File: src/rtl/alu_sched_pkg.sv
// alu_sched_pkg: shared types and default sizing for the ALU scheduler slice.
package alu_sched_pkg;
  localparam int NUM_REQ = 4;
  localparam int DATA_W  = 64;
  typedef enum logic [1:0] {IDLE, ISSUE, WAIT, RESP} state_e;
  typedef logic [3:0] opcode_t;
endpackage

File: src/rtl/alu_sched_if.sv
// alu_sched_if: requester, ALU and response signals of the scheduler.
interface alu_sched_if #(
  parameter int NUM_REQ = alu_sched_pkg::NUM_REQ,
  parameter int DATA_W  = alu_sched_pkg::DATA_W
);
  localparam int IW = $clog2(NUM_REQ);
  logic [NUM_REQ-1:0]                       req_valid;
  logic [NUM_REQ-1:0]                       req_ready;
  logic [NUM_REQ-1:0][DATA_W-1:0]           req_a;
  logic [NUM_REQ-1:0][DATA_W-1:0]           req_b;
  alu_sched_pkg::opcode_t [NUM_REQ-1:0]     req_op;
  logic [DATA_W-1:0]                        alu_a;
  logic [DATA_W-1:0]                        alu_b;
  alu_sched_pkg::opcode_t                   alu_op;
  logic [DATA_W-1:0]                        alu_result;
  logic                                     rsp_valid;
  logic                                     rsp_ready;
  logic [IW-1:0]                            rsp_id;
  logic [DATA_W-1:0]                        rsp_data;
  logic                                     busy;
  modport master (
    output req_valid, req_a, req_b, req_op, alu_result, rsp_ready,
    input  req_ready, alu_a, alu_b, alu_op, rsp_valid, rsp_id, rsp_data, busy
  );
  modport slave (
    input  req_valid, req_a, req_b, req_op, alu_result, rsp_ready,
    output req_ready, alu_a, alu_b, alu_op, rsp_valid, rsp_id, rsp_data, busy
  );
endinterface

File: src/rtl/rr_arbiter.sv
// rr_arbiter: round-robin grant starting at ptr_i, ascending with wrap.
module rr_arbiter #(
  parameter int N = 4
) (
  input  logic [N-1:0]         req_i,
  input  logic [$clog2(N)-1:0] ptr_i,
  output logic [N-1:0]         gnt_o,
  output logic [$clog2(N)-1:0] idx_o
);
  localparam int IW = $clog2(N);
  logic [IW-1:0] j;
  // Scan farthest-first so the requester closest to ptr_i overwrites the rest.
  always_comb begin
    gnt_o = '0;
    idx_o = '0;
    j = '0;
    for (int k = N - 1; k >= 0; k--) begin
      j = IW'((int'(ptr_i) + k) % N);
      if (req_i[j]) begin
        gnt_o = '0;
        gnt_o[j] = 1'b1;
        idx_o = j;
      end
    end
  end
endmodule

File: src/rtl/alu_scheduler.sv
// alu_scheduler: shares one registered ALU among NUM_REQ requesters, one op in flight.
module alu_scheduler #(
  parameter int NUM_REQ = alu_sched_pkg::NUM_REQ,
  parameter int DATA_W  = alu_sched_pkg::DATA_W
) (
  input logic       clk,
  input logic       rst_n,
  alu_sched_if.slave bus
);
  import alu_sched_pkg::*;
  localparam int IW = $clog2(NUM_REQ);
  state_e            state_q, state_d;
  logic [IW-1:0]     ptr_q, ptr_d, id_q, idx;
  logic [NUM_REQ-1:0] gnt;
  logic [DATA_W-1:0] a_q, b_q, data_q;
  opcode_t           op_q;
  logic              acc;
  rr_arbiter #(.N(NUM_REQ)) u_arb (
    .req_i(bus.req_valid),
    .ptr_i(ptr_q),
    .gnt_o(gnt),
    .idx_o(idx)
  );
  always_comb begin
    acc = rst_n && state_q == IDLE && |bus.req_valid;
    ptr_d = acc ? (idx == IW'(NUM_REQ - 1) ? '0 : idx + 1'b1) : ptr_q;
    state_d = state_q == IDLE  ? (acc ? ISSUE : IDLE) :
              state_q == ISSUE ? WAIT :
              state_q == WAIT  ? RESP :
              bus.rsp_ready    ? IDLE : RESP;
  end
  always_ff @(posedge clk or negedge rst_n)
    if (!rst_n) begin
      state_q <= IDLE;
      ptr_q   <= '0;
      id_q    <= '0;
      a_q     <= '0;
      b_q     <= '0;
      op_q    <= '0;
      data_q  <= '0;
    end else begin
      state_q <= state_d;
      ptr_q   <= ptr_d;
      if (acc) begin
        a_q  <= bus.req_a[idx];
        b_q  <= bus.req_b[idx];
        op_q <= bus.req_op[idx];
        id_q <= idx;
      end
      if (state_q == WAIT) data_q <= bus.alu_result;
    end
  // Gated by rst_n so the grant is quiet while reset is held even with requests pending.
  assign bus.req_ready = (rst_n && state_q == IDLE) ? gnt : '0;
  assign bus.alu_a     = a_q;
  assign bus.alu_b     = b_q;
  assign bus.alu_op    = op_q;
  assign bus.rsp_valid = state_q == RESP;
  assign bus.rsp_id    = id_q;
  assign bus.rsp_data  = data_q;
  assign bus.busy      = state_q != IDLE;
endmodule

File: src/flat_wrapper.sv
// flat-port wrapper written by rule: the top's interface ports become plain ports
module alu_scheduler_flat import alu_sched_pkg::*;
#(
  parameter int NUM_REQ = alu_sched_pkg::NUM_REQ,
  parameter int DATA_W  = alu_sched_pkg::DATA_W
)
  (clk, rst_n, bus_req_valid, bus_req_a, bus_req_b, bus_req_op, bus_alu_result, bus_rsp_ready, bus_req_ready, bus_alu_a, bus_alu_b, bus_alu_op, bus_rsp_valid, bus_rsp_id, bus_rsp_data, bus_busy);
  alu_sched_if #(.NUM_REQ(NUM_REQ), .DATA_W(DATA_W)) bus_i ();
  input logic clk;
  input logic rst_n;
  input wire logic [$bits(bus_i.req_valid)-1:0] bus_req_valid;
  input wire logic [$bits(bus_i.req_a)-1:0] bus_req_a;
  input wire logic [$bits(bus_i.req_b)-1:0] bus_req_b;
  input wire logic [$bits(bus_i.req_op)-1:0] bus_req_op;
  input wire logic [$bits(bus_i.alu_result)-1:0] bus_alu_result;
  input wire logic [$bits(bus_i.rsp_ready)-1:0] bus_rsp_ready;
  output wire logic [$bits(bus_i.req_ready)-1:0] bus_req_ready;
  output wire logic [$bits(bus_i.alu_a)-1:0] bus_alu_a;
  output wire logic [$bits(bus_i.alu_b)-1:0] bus_alu_b;
  output wire logic [$bits(bus_i.alu_op)-1:0] bus_alu_op;
  output wire logic [$bits(bus_i.rsp_valid)-1:0] bus_rsp_valid;
  output wire logic [$bits(bus_i.rsp_id)-1:0] bus_rsp_id;
  output wire logic [$bits(bus_i.rsp_data)-1:0] bus_rsp_data;
  output wire logic [$bits(bus_i.busy)-1:0] bus_busy;
  assign bus_i.req_valid = bus_req_valid;
  assign bus_i.req_a = bus_req_a;
  assign bus_i.req_b = bus_req_b;
  assign bus_i.req_op = bus_req_op;
  assign bus_i.alu_result = bus_alu_result;
  assign bus_i.rsp_ready = bus_rsp_ready;
  assign bus_req_ready = bus_i.req_ready;
  assign bus_alu_a = bus_i.alu_a;
  assign bus_alu_b = bus_i.alu_b;
  assign bus_alu_op = bus_i.alu_op;
  assign bus_rsp_valid = bus_i.rsp_valid;
  assign bus_rsp_id = bus_i.rsp_id;
  assign bus_rsp_data = bus_i.rsp_data;
  assign bus_busy = bus_i.busy;
  alu_scheduler #(.NUM_REQ(NUM_REQ), .DATA_W(DATA_W)) u_core (.clk(clk), .rst_n(rst_n), .bus(bus_i));
endmodule
File: config.mk
export PLATFORM = sky130hd
export DESIGN_NAME = alu_scheduler_flat
export DESIGN_NICKNAME = d
export VERILOG_FILES = /design/src/rtl/alu_sched_pkg.sv /design/src/rtl/alu_sched_if.sv /design/src/rtl/rr_arbiter.sv /design/src/rtl/alu_scheduler.sv /design/src/flat_wrapper.sv
export SDC_FILE = /design/constraint.sdc
export NUM_CORES = 1
export LEC_CHECK = 0
export BUFFER_PORTS_ARGS = -buffer_cell sky130_fd_sc_hd__buf_2
export CAP_MARGIN = 30
export CORE_AREA = 3 3 309 311
export CTS_BUF_LIST = sky130_fd_sc_hd__clkbuf_8
export DETAILED_ROUTE_END_ITERATION = 10
export DIE_AREA = 0 0 312 314
export SLEW_MARGIN = 5
export SYNTH_ARGS = -nofsm -noshare
export SYNTH_HDL_FRONTEND = slang
export SYNTH_SLANG_ARGS = --single-unit
File: constraint.sdc
create_clock -name clk -period 3.2 [get_ports clk]
set_input_delay 0.64 -clock clk [delete_from_list [all_inputs] [get_ports clk]]
set_output_delay 0.64 -clock clk [all_outputs]
set_load 0.02 [all_outputs]
==> results of run 1 <==
==> synthesized netlist by cell type, types with 2 or more instances <==
| cell | instances | area share (%) |
|---|---|---|
| mux2_2 | 68 | 5.4 |
| nand2_1 | 274 | 7.2 |
| nor3_1 | 4 | 0.14 |
| a2111oi_0 | 128 | 7.9 |
| inv_1 | 5 | 0.13 |
| buf_2 | 22 | 0.77 |
| a41oi_1 | 2 | 0.12 |
| nor2b_2 | 2 | 0.12 |
| a211oi_1 | 130 | 6.9 |
| mux2_1 | 4 | 0.32 |
| buf_4 | 16 | 0.85 |
| ha_1 | 7 | 0.62 |
| o21ai_0 | 3 | 0.11 |
| clkbuf_1 | 95 | 2.5 |
| mux2i_1 | 263 | 19 |
| nand3_1 | 2 | 0.070 |
| o211a_1 | 2 | 0.14 |
| buf_6 | 8 | 0.63 |
| a221oi_1 | 6 | 0.37 |
| nor2_1 | 146 | 3.9 |
| o211ai_1 | 2 | 0.11 |
| and2_1 | 107 | 4.7 |
| a21oi_1 | 7 | 0.25 |
| dfrtp_1 | 202 | 36 |
| mux4_2 | 3 | 0.48 |
| and2_0 | 22 | 0.97 |
==> critical path, stage by stage (launching register included) <==
cell and delay, ps:
dfrtp_4 420, inv_2 50, ha_4 280, mux4_2 510, nor2b_4 170, a221oi_2 250
nor3_1 70, a21oi_1 210, nor2_1 80, buf_4 170
==> layout make-up <==
type                       count  share of cell area [%]
inverter                       5                  0.0874
multi-input combinational   1202                    40.3
clock inverter                18                   0.612
sequential                   202                    23.6
tap                         1254                    7.31
clock buffer                  54                    3.46
antenna                       11                   0.128
timing repair buffer         933                    24.6
==> flip-flops by register name (all words and copies together) (netlist names) <==
signal               cells
u_core.bus.alu_a        64
u_core.bus.alu_b        64
u_core.bus.alu_op        4
u_core.bus.rsp_data     64
u_core.bus.rsp_id        2
u_core.ptr_q             2
u_core.state_q           2
==> cell families (layout without fill, tap and decap cells) <==
| logic type | count (synthesis) | count (layout) | share of synthesized area, % |
|---|---|---|---|
| AO/OA/AOI/OAI | 289 | 289 | 16.5 |
| XOR/XNOR | 1 | 1 | 0.0616 |
| adder cells (fa/ha/maj) | 7 | 7 | 0.616 |
| buffers and inverters | 146 | 1010 | 4.89 |
| flip-flops | 202 | 202 | 35.6 |
| multiplexers | 339 | 339 | 24.8 |
| other | 0 | 11 | 0 |
| AND/OR/NAND/NOR | 566 | 566 | 17.6 |
==> stage by stage <==
| step | setup TNS (ps) | worst slack [ps] |
|---|---|---|
| after floorplan | 0 | 62.7 |
| after global placement | -2150 | -453 |
| after detailed placement | -1420 | -207 |
| after CTS | -1190 | -311 |
| after global routing | -1660 | -427 |
| final | -815 | -285 |
==> power groups by stage <==
stage               Combinational [W]  Clock [W]  Sequential, W
global placement               0.0130          0        0.00461
CTS                            0.0133    0.00310        0.00462
finish                         0.0135    0.00295        0.00463
detailed placement             0.0132          0        0.00462
floorplan                     0.00685          0        0.00612
global route                   0.0146    0.00320        0.00479
==> path summary, 6_finish.rpt <==
path	endpoint	cells after the start	from	slack [ps]
max reg2reg	u_core.bus.alu_a[56]$_DFFE_PN0P_	9	u_core.ptr_q[0]$_DFFE_PN0P_	50
min in group asynchronous	u_core.bus.alu_b[55]$_DFFE_PN0P_	3	rst_n	620
min reg2reg	u_core.bus.rsp_id[1]$_DFFE_PN0P_	2	u_core.bus.rsp_id[1]$_DFFE_PN0P_	490
min	u_core.bus.rsp_data[54]$_DFFE_PN0P_	2	bus_alu_result[54]	230
max	bus_req_ready[0]	9	u_core.ptr_q[0]$_DFFE_PN0P_	-280
max in group asynchronous	u_core.bus.alu_a[1]$_DFFE_PN0P_	4	rst_n	1250
==> routing by layer <==
layer  GRT usage, %  vias up  part of all wire [%]
met4           5.30       10                   3.7
li1               -     7340                     -
met3           4.31      139                   8.4
met2           23.9      679                    48
met5              0        -                 0.095
met1           15.9     7498                    39
==> repair_timing <==
| action | CTS | global route |
|---|---|---|
| hold buffers | 1 | 0 |
| gates resized for setup | 16 | 35 |
| gates cloned | 0 | 1 |
| hold endpoints to repair | 22 | 0 |
| pin swaps | 2 | 4 |
| endpoints found under the setup margin | 11 | 34 |
| buffers inserted | 3 | 3 |
==> out/metrics.cfg, run 1 <==
[pwr]
clkPwrFrac_pct = 14.0
comb_power_share_pct = 64.1
ir_worst_vdd_uv = 442
p_int_w = 0.0111
p_sw_w = 0.0100
seqPwrFrac_pct = 21.9
leakagePower_nw = 9.96
power.density_nw_per_um2 = 983
sw_frac_of_total_pct = 47.5
p_total_w = 0.0211

[logic_synthesis]
async_flop_share_pct = 100
syn-num-nets = 2156
yosysUniqueCellTypes = 46
synth_edf_count = 0
ys_warn_count = 0
synthFlopType = dfrtp_1
ys_ff_latch = 202
syn_area_um2 = 14200
syn_inst = 1550
synth.avg_cell_area_um2 = 9.17
yosysSeqAreaShare_pct = 35.6

[cts]
clockBufferDepth = 3
clock_latency_ps = 630
cts_tree = built
cts_max_level = 2
clock-sinks = 202
path_clk_slew_ps = 60
cts_buffers = 45
cts-root-buf = clkbuf_8

[sta]
setup_slack_ps = -285
clock.fmax_mhz = 287
grt_setup_unrepaired = yes
fin_crit_sh_pct = 109
setup_viol = 4
timing.max_slew.rel_slack_pct = 28.7
worst_pin_slew_ps = 1070
clock_skew_ps = 19.8
hold_violations = 0
final.min_clock_period_ps = 3480
holdWs_ps = 229
drv_slew = 0

[final_layout]
mostFrequentLayoutCell = buf_2
multi_input_area_um2 = 8650
regArea_um2 = 5060
n_fill_cell = 10300
final_cell_mix = buf_2 (798), nand2_1 (273), mux2i_1 (261), dfrtp_1 (201), nor2_1 (144)
final_util_pct = 23.1
final_nets = 2995
fin_area_um2 = 21500
final_layout_size_suffix_gt1_share_pct = 45.4
syn2layout_area_growth_pct = 51.1
final_cells = 3679

[worst_setup_path]
worstSetupPathType = flip-flop to output pin
crit_path_max_fanout = 5
crit_path_start_kind = flip-flop
worstPathRequired_ps = 2560
end_kind = output pin
worst_ep_arrival_time_ps = 2840

[run]
cap_violations = 0

[global_route]
grt_pass1_vias = 15900
grt_max_degree = 135
antenna_found_initial = 34
grt-ovfl-total = 0
grt_pass1_wl_um = 103000
grtUsageTotal_pct = 13.8

[floorplan]
die_y_um = 314
num_rows = 112
die_area_um2 = 98000
core-area_um2 = 93000
start_util_pct = 15.3
io_pins = 803
die_w_um = 312

[place]
place_area_um2 = 20300
dpl.hpwl_um = 56800
place_congestion = 0.881
port_buffers = 802
place_inst = 3588

[drt]
routed_wl_um = 71600
drc = 0
via_per_inst = 4.26
avgRoutedWirePerCell_um = 19.5
detail-route-antenna-nets = 0
drt_iter0_drc = 1043
via_count = 15700
firstDrtPassIters = 5

[status]
status = finished with violations
violations = negative setup slack

[min_path]
hold_path_class = input pin to flip-flop

No activity file was read; power rests on OpenSTA's default activity.
==> inputs of run 2 (changes only) <==
--- a/config.mk
+++ b/config.mk
@@ -11,6 +11,7 @@
 export CTS_BUF_LIST = sky130_fd_sc_hd__clkbuf_8
 export DETAILED_ROUTE_END_ITERATION = 10
 export DIE_AREA = 0 0 312 314
+export SKIP_CTS_REPAIR_TIMING = 1
 export SLEW_MARGIN = 5
 export SYNTH_ARGS = -nofsm -noshare
 export SYNTH_HDL_FRONTEND = slang
==> out/metrics.cfg, run 2 (synthesized netlist as in run 1, its figures left out) <==
[sta]
fin_crit_sh_pct = 109  ; -0.27 points
drv_slew = 0  ; unchanged
timing.max_slew.rel_slack_pct = 29.3  ; +0.60 points
clock_skew_ps = 17.9  ; -1.90 ps
clock.fmax_mhz = 288  ; +0.25%
setup_slack_ps = -276  ; +8.60 ps
grt_setup_unrepaired = yes
setup_viol = 4  ; unchanged
final.min_clock_period_ps = 3480  ; -8.60 ps
worst_pin_slew_ps = 1060  ; -8.99 ps
hold_violations = 0  ; unchanged

[final_layout]
final_cell_mix = buf_2 (800), nand2_1 (273), mux2i_1 (257), dfrtp_1 (201), nor2_1 (143)
final_nets = 2999  ; +0.13%
final_layout_size_suffix_gt1_share_pct = 45.9  ; +0.50 points
multi_input_area_um2 = 8700  ; +0.64%
n_fill_cell = 10300  ; -0.12%
mostFrequentLayoutCell = buf_2
final_util_pct = 23.3  ; +0.22 points
regArea_um2 = 5060  ; unchanged
syn2layout_area_growth_pct = 52.5
fin_area_um2 = 21700  ; +0.93%

[status]
status = finished with violations
violations = negative setup slack

[floorplan]
die_y_um = 314  ; unchanged
core-area_um2 = 93000  ; unchanged
start_util_pct = 15.3  ; unchanged
die_w_um = 312  ; unchanged
num_rows = 112  ; unchanged
io_pins = 803  ; unchanged
die_area_um2 = 98000  ; unchanged

[worst_setup_path]
worstSetupPathType = flip-flop to output pin
end_kind = output pin
cp_slowest_cell = mux4_2
worstPathRequired_ps = 2560  ; about the same
crit_path_start_kind = flip-flop
crit_chain = inv_4 -> ha_4 -> mux4_2 -> nor2b_4 -> a221oi_2 -> nor3_1 -> a21oi_1 -> nor2_1 -> buf_2
slowest_delay_ps = 530  ; +20 ps
crit_path_max_fanout = 5  ; unchanged
worst_ep_arrival_time_ps = 2840  ; about the same

[place]
dpl.hpwl_um = 56800  ; unchanged
port_buffers = 802  ; unchanged
place_congestion = 0.881  ; unchanged
place_area_um2 = 20300  ; unchanged

[cts]
clock_latency_ps = 640  ; about the same
clockBufferDepth = 3  ; unchanged
cts-root-buf = clkbuf_8
path_clk_slew_ps = 60  ; about the same
clock-sinks = 202  ; unchanged
cts_max_level = 2  ; unchanged
cts_buffers = 45  ; unchanged
cts_tree = built

[pwr]
leakagePower_nw = 10.0  ; +0.66%
ir_worst_vdd_uv = 473  ; +7.0%
power.density_nw_per_um2 = 1000  ; +1.8%

[drt]
detail-route-antenna-nets = 0  ; unchanged
via_per_inst = 4.29  ; +0.84%
avgRoutedWirePerCell_um = 20.0  ; +2.5%
firstDrtPassIters = 6  ; +1
routed_wl_um = 73600  ; +2.7%
drc = 0  ; unchanged
drt_iter0_drc = 1005  ; -3.6%
via_count = 15800  ; +1.0%

[run]
cap_violations = 0  ; unchanged

[global_route]
grtUsageTotal_pct = 13.8  ; -0.035 points
grt-ovfl-total = 0  ; unchanged
grt_pass1_wl_um = 103000  ; -0.42%
grt_max_degree = 135  ; unchanged
antenna_found_initial = 32  ; -5.9%
grt_pass1_vias = 15800  ; -0.57%

[min_path]
hold_path_class = input pin to flip-flop

## run 2: changes by cell type in the layout (fill, tap and decap cells not counted), moves of 3 or more
cell       delta
buf_4        -11
buf_6         +8
a2111oi_0     -7
a2111oi_1     +6
mux2i_1       -4
clkbuf_16     +3
diode_2       +3
mux2i_2       +3
## run 2: metrics by stage
stage / cells / hold slack (ps) / TNS (ps) / total power, W / setup WS (ps)
CTS: 3660 / -83.8 / -2430 / 0.0209 / -567
floorplan: 1550 / 344 / 0 / 0.0130 / 62.7
detailed placement: 3588 / 469 / -1420 / 0.0178 / -207
global route: 3678 / 158 / -2410 / 0.0231 / -396
finish: 3686 / 228 / -918 / 0.0217 / -276
global placement: 3586 / 470 / -2150 / 0.0176 / -453
## run 2: layout make-up
| cell class | instances | area share [%] |
|---|---|---|
| multi-input cells | 1202 | 40.2 |
| repair buffers | 937 | 25.0 |
| flip-flops and latches | 202 | 23.3 |
| well taps | 1254 | 7.24 |
| clock buffers | 54 | 3.43 |
| clock inverters | 18 | 0.606 |
| diodes | 14 | 0.162 |
| inverters | 5 | 0.0981 |
## run 2: critical path, delay by kind of cell (launching register included)
kind,cells,cell delay [ps]
mux,1,530
buf+inv,2,220
compound gates,2,410
simple gates,3,310
fa+ha+maj,1,290
flops,1,430
## run 2: worst paths after layout
path,slack [ps],cells after the start,to,from
setup / recovery,-280,9,bus_req_ready[0],u_core.ptr_q[0]$_DFFE_PN0P_
hold / removal,230,2,u_core.bus.rsp_data[54]$_DFFE_PN0P_,bus_alu_result[54]
setup reg to reg,10,9,u_core.bus.alu_a[56]$_DFFE_PN0P_,u_core.ptr_q[0]$_DFFE_PN0P_
hold reg to reg,490,2,u_core.bus.rsp_id[1]$_DFFE_PN0P_,u_core.bus.rsp_id[1]$_DFFE_PN0P_
max in group asynchronous,1260,4,u_core.bus.alu_a[1]$_DFFE_PN0P_,rst_n
min in group asynchronous,620,3,u_core.bus.alu_b[55]$_DFFE_PN0P_,rst_n
## run 2: power by group
| group | internal [W] | switching, W |
|---|---|---|
| logic | 0.00588 | 0.00823 |
| clock network | 0.00161 | 0.00135 |
| registers | 0.00388 | 0.000752 |
## run 2: metal layers
| metal | track usage (%) | routed length (µm) | up-vias |
|---|---|---|---|
| met4 | 5.21 | 2780 | 6 |
| met2 | 23.9 | 35300 | 727 |
| met5 | 0 | 41 | - |
| met1 | 15.9 | 29400 | 7593 |
| met3 | 4.31 | 5970 | 150 |
| li1 | - | - | 7351 |
==> inputs of run 3 (changes only) <==
--- a/config.mk
+++ b/config.mk
@@ -7,12 +7,13 @@
 export LEC_CHECK = 0
 export BUFFER_PORTS_ARGS = -buffer_cell sky130_fd_sc_hd__buf_2
 export CAP_MARGIN = 30
-export CORE_AREA = 3 3 309 311
+export CORE_AREA = 3 3 310 312
 export CTS_BUF_LIST = sky130_fd_sc_hd__clkbuf_8
 export DETAILED_ROUTE_END_ITERATION = 10
-export DIE_AREA = 0 0 312 314
+export DIE_AREA = 0 0 313 315
 export SKIP_CTS_REPAIR_TIMING = 1
 export SLEW_MARGIN = 5
 export SYNTH_ARGS = -nofsm -noshare
 export SYNTH_HDL_FRONTEND = slang
+export SYNTH_HIERARCHICAL = 1
 export SYNTH_SLANG_ARGS = --single-unit
==> out/metrics.cfg, run 3 <==
[status]
status = finished with violations
violations = negative setup slack

[logic_synthesis]
syn_area_um2 = 11300  ; -21%
synthTopCellsByCount = dfrtp_1 (202), mux2_2 (162), mux4_2 (133), mux2_4 (40)
async_flop_share_pct = 100  ; unchanged
synth_xor_area_share_pct = 0  ; -0.062 points
synth.avg_cell_area_um2 = 17.1  ; +86%
ys_ff_latch = 202  ; unchanged
syn-num-nets = 1270  ; -41%
synth_compound_area_share_pct = 1.30  ; -15 points
syn_inst = 662  ; -57%
synth_top_area_share_pct = 44.8  ; +9.2 points
synth_mux_area_share_pct = 48.6  ; +24 points
synth_most_common_cell = dfrtp_1
yosysUniqueCellTypes = 36  ; -22%
synth_top_family_by_area = multiplexers
synthFlopType = dfrtp_1
yosysSeqAreaShare_pct = 44.8  ; +9.2 points
yosys-top-cells-area = dfrtp_1 (45%), mux4_2 (27%), mux2_2 (16%), mux2_4 (5.3%), buf_2 (1.0%)
synthSimpleGateAreaFrac_pct = 1.58  ; -16 points
synth_edf_count = 0  ; unchanged
ys_warn_count = 6  ; +6
yosys.area.top_type = dfrtp_1
synth_fa_ha_area_share_pct = 0.997  ; +0.38 points

[drt]
via_per_inst = 3.67  ; -14%
via_count = 10400  ; -34%
routed_wl_um = 69900  ; -5.0%
drt_iter0_drc = 509  ; -49%
detail-route-antenna-nets = 0  ; unchanged
drc = 0  ; unchanged
avgRoutedWirePerCell_um = 24.6  ; +23%
firstDrtPassIters = 4  ; -2

[sta]
hold_violations = 0  ; unchanged
clock_skew_ps = 48.7  ; +30.8 ps
clock.fmax_mhz = 276  ; -3.9%
worst_pin_slew_ps = 775  ; -287 ps
fin_crit_sh_pct = 113  ; +4.4 points
timing.max_slew.rel_slack_pct = 48.4  ; +19 points
setup_slack_ps = -418  ; -142 ps
setup_viol = 4  ; unchanged
grt_setup_unrepaired = yes
final.setup.tns_ps = -1340  ; -421 ps
final.min_clock_period_ps = 3620  ; +142 ps
drv_slew = 0  ; unchanged

[worst_setup_path]
worstSetupPathType = flip-flop to output pin
crit_chain = buf_6 -> buf_6 -> mux4_2 -> or4_4 -> a21o_1 -> o211ai_1 -> and3_1 -> buf_6
r2r_cells = 11  ; +2
worst_ep_arrival_time_ps = 2980  ; +140 ps
slowest_delay_ps = 520  ; about the same
worstPathRequired_ps = 2560  ; about the same
r2r_slack_ps = 110  ; +100 ps
cp_common_cell = buf_6
crit_path_max_fanout = 6  ; +1
timing.rr.start = u_core/ptr_q[0]$_DFFE_PN0P_
end_kind = output pin
cp_slowest_cell = mux4_2
timing.rr.end = u_core/bus.alu_a[46]$_DFFE_PN0P_
crit_path_start_kind = flip-flop

[global_route]
antenna_found_initial = 81  ; +150%
grt_pass1_wl_um = 92200  ; -10%
grt_pass1_vias = 11100  ; -30%
grtUsageTotal_pct = 13.6  ; -0.18 points
grt_max_degree = 100  ; -26%
grt-ovfl-total = 0  ; unchanged

[min_path]
hold_start = bus_rsp_ready
whs_endpoint = u_core/state_q[1]$_DFF_PN0_
hold_path_class = input pin to flip-flop
hold_depth = 2  ; unchanged

[run]
cap_violations = 0  ; unchanged

[pwr]
p_sw_w = 0.00805  ; -22%
comb_power_share_pct = 60.3  ; -4.7 points
p_int_w = 0.0118  ; +3.4%
ir_worst_vdd_uv = 564  ; +19%
power.density_nw_per_um2 = 1070  ; +7.2%
leakagePower_nw = 8.54  ; -15%
clkPwrFrac_pct = 16.4  ; +2.8 points
seqPwrFrac_pct = 23.3  ; +2.0 points
sw_frac_of_total_pct = 40.6  ; -7.0 points

[final_layout]
final_nets = 2135  ; -29%
final_cell_mix = buf_2 (797), dfrtp_1 (201), mux2_2 (162), mux4_2 (134), clkbuf_8 (55)
fin_area_um2 = 18500  ; -15%
final_layout_size_suffix_gt1_share_pct = 82.9  ; +37 points
syn2layout_area_growth_pct = 63.5
mostFrequentLayoutCell = buf_2
multi_input_area_um2 = 6000  ; -31%
n_fill_cell = 10300  ; -0.15%
regArea_um2 = 5060  ; about the same

[floorplan]
core-area_um2 = 93300  ; +0.30%
io_pins = 803  ; unchanged
num_rows = 112  ; unchanged
die_area_um2 = 98600  ; +0.64%
start_util_pct = 12.1  ; -3.2 points
die_y_um = 315  ; +0.32%
die_w_um = 313  ; +0.32%

[place]
port_buffers = 802  ; unchanged
place_congestion = 0.842  ; -4.5%
dpl.hpwl_um = 60200  ; +6.1%
place_area_um2 = 17200  ; -15%

[cts]
clock-sinks = 202  ; unchanged
clock_latency_ps = 680  ; +40 ps
path_clk_slew_ps = 60  ; about the same
cts_tree = built
clockBufferDepth = 3  ; unchanged
cts_buffers = 44  ; -2.2%
cts-root-buf = clkbuf_8
cts_max_level = 2  ; unchanged

-- run 3: changes by cell type in the layout (fill, tap and decap cells not counted), moves of 38 or more --
cell / change
a2111oi_0: -97
a211oi_1: -128
and2_1: -106
buf_4: -48
mux2_2: +94
mux2_4: +38
mux2i_1: -254
mux4_2: +131
nand2_1: -272
nor2_1: -137
-- run 3: kinds of logic after synthesis --
group / Yosys count
AO/OA/AOI/OAI: 22
flip-flops: 202
buffers and inverters: 59
AND/OR/NAND/NOR: 30
multiplexers: 340
adder cells (fa/ha/maj): 9
-- run 3: critical path, delay by kind of cell (launching register included) --
kind,cells,cell delay (ps)
and+or+nand+nor,2,750
muxes,1,520
AOI/OAI and AO/OA,2,280
buffers and inverters,3,370
DFF,1,390
-- run 3: metal layers --
metal  track usage [%]  wire length [µm]
met5                 0               197
met3              7.76              9220
met4              3.49              1800
met2              22.8             33300
met1              14.8             25400
-- run 3: final cells by class --
| class | count | area share, % |
|---|---|---|
| sequential | 202 | 27.4 |
| timing repair buffer | 873 | 25.9 |
| multi-input combinational | 401 | 32.5 |
| antenna | 21 | 0.285 |
| clock inverter | 27 | 1.23 |
| tap | 1254 | 8.50 |
| inverter | 5 | 0.102 |
| clock buffer | 55 | 4.10 |
-- run 3: worst max-delay path by stage --
stage	slack, ps	start	depth (start not counted)	to
after detailed placement	-10	u_core/ptr_q[0]$_DFFE_PN0P_	8	bus_req_ready[2]
after global routing	-570	u_core/ptr_q[0]$_DFFE_PN0P_	8	bus_req_ready[2]
after floorplan	-5	u_core/ptr_q[1]$_DFFE_PN0P_	12	u_core/bus.alu_a[10]$_DFFE_PN0P_
after CTS	-840	u_core/ptr_q[0]$_DFFE_PN0P_	8	bus_req_ready[2]
final	-420	u_core/ptr_q[0]$_DFFE_PN0P_	8	bus_req_ready[2]
after global placement	-20	u_core/ptr_q[0]$_DFFE_PN0P_	8	bus_req_ready[2]
-- run 3: power groups by stage --
stage                     registers, W  logic [W]  clock network (W)
after detailed placement       0.00466     0.0117                  0
after global placement         0.00465     0.0116                  0
after floorplan                0.00613    0.00591                  0
after CTS                      0.00464     0.0117            0.00345
final                          0.00461     0.0119            0.00325
after global routing           0.00479     0.0127            0.00354
-- run 3: stage by stage --
stage / total power [W] / hold WS [ps] / utilization [%] / std cells / setup slack (ps)
final: 0.0198 / 157 / 19.8 / 2838 / -418
after global routing: 0.0211 / 82.4 / 19.7 / 2822 / -571
after CTS: 0.0198 / -286 / 19.5 / 2797 / -843
after detailed placement: 0.0164 / 489 / 18.4 / 2715 / -11.3
after global placement: 0.0163 / 483 / 18.4 / 2715 / -18.6
after floorplan: 0.0120 / 344 / - / 662 / -5.42
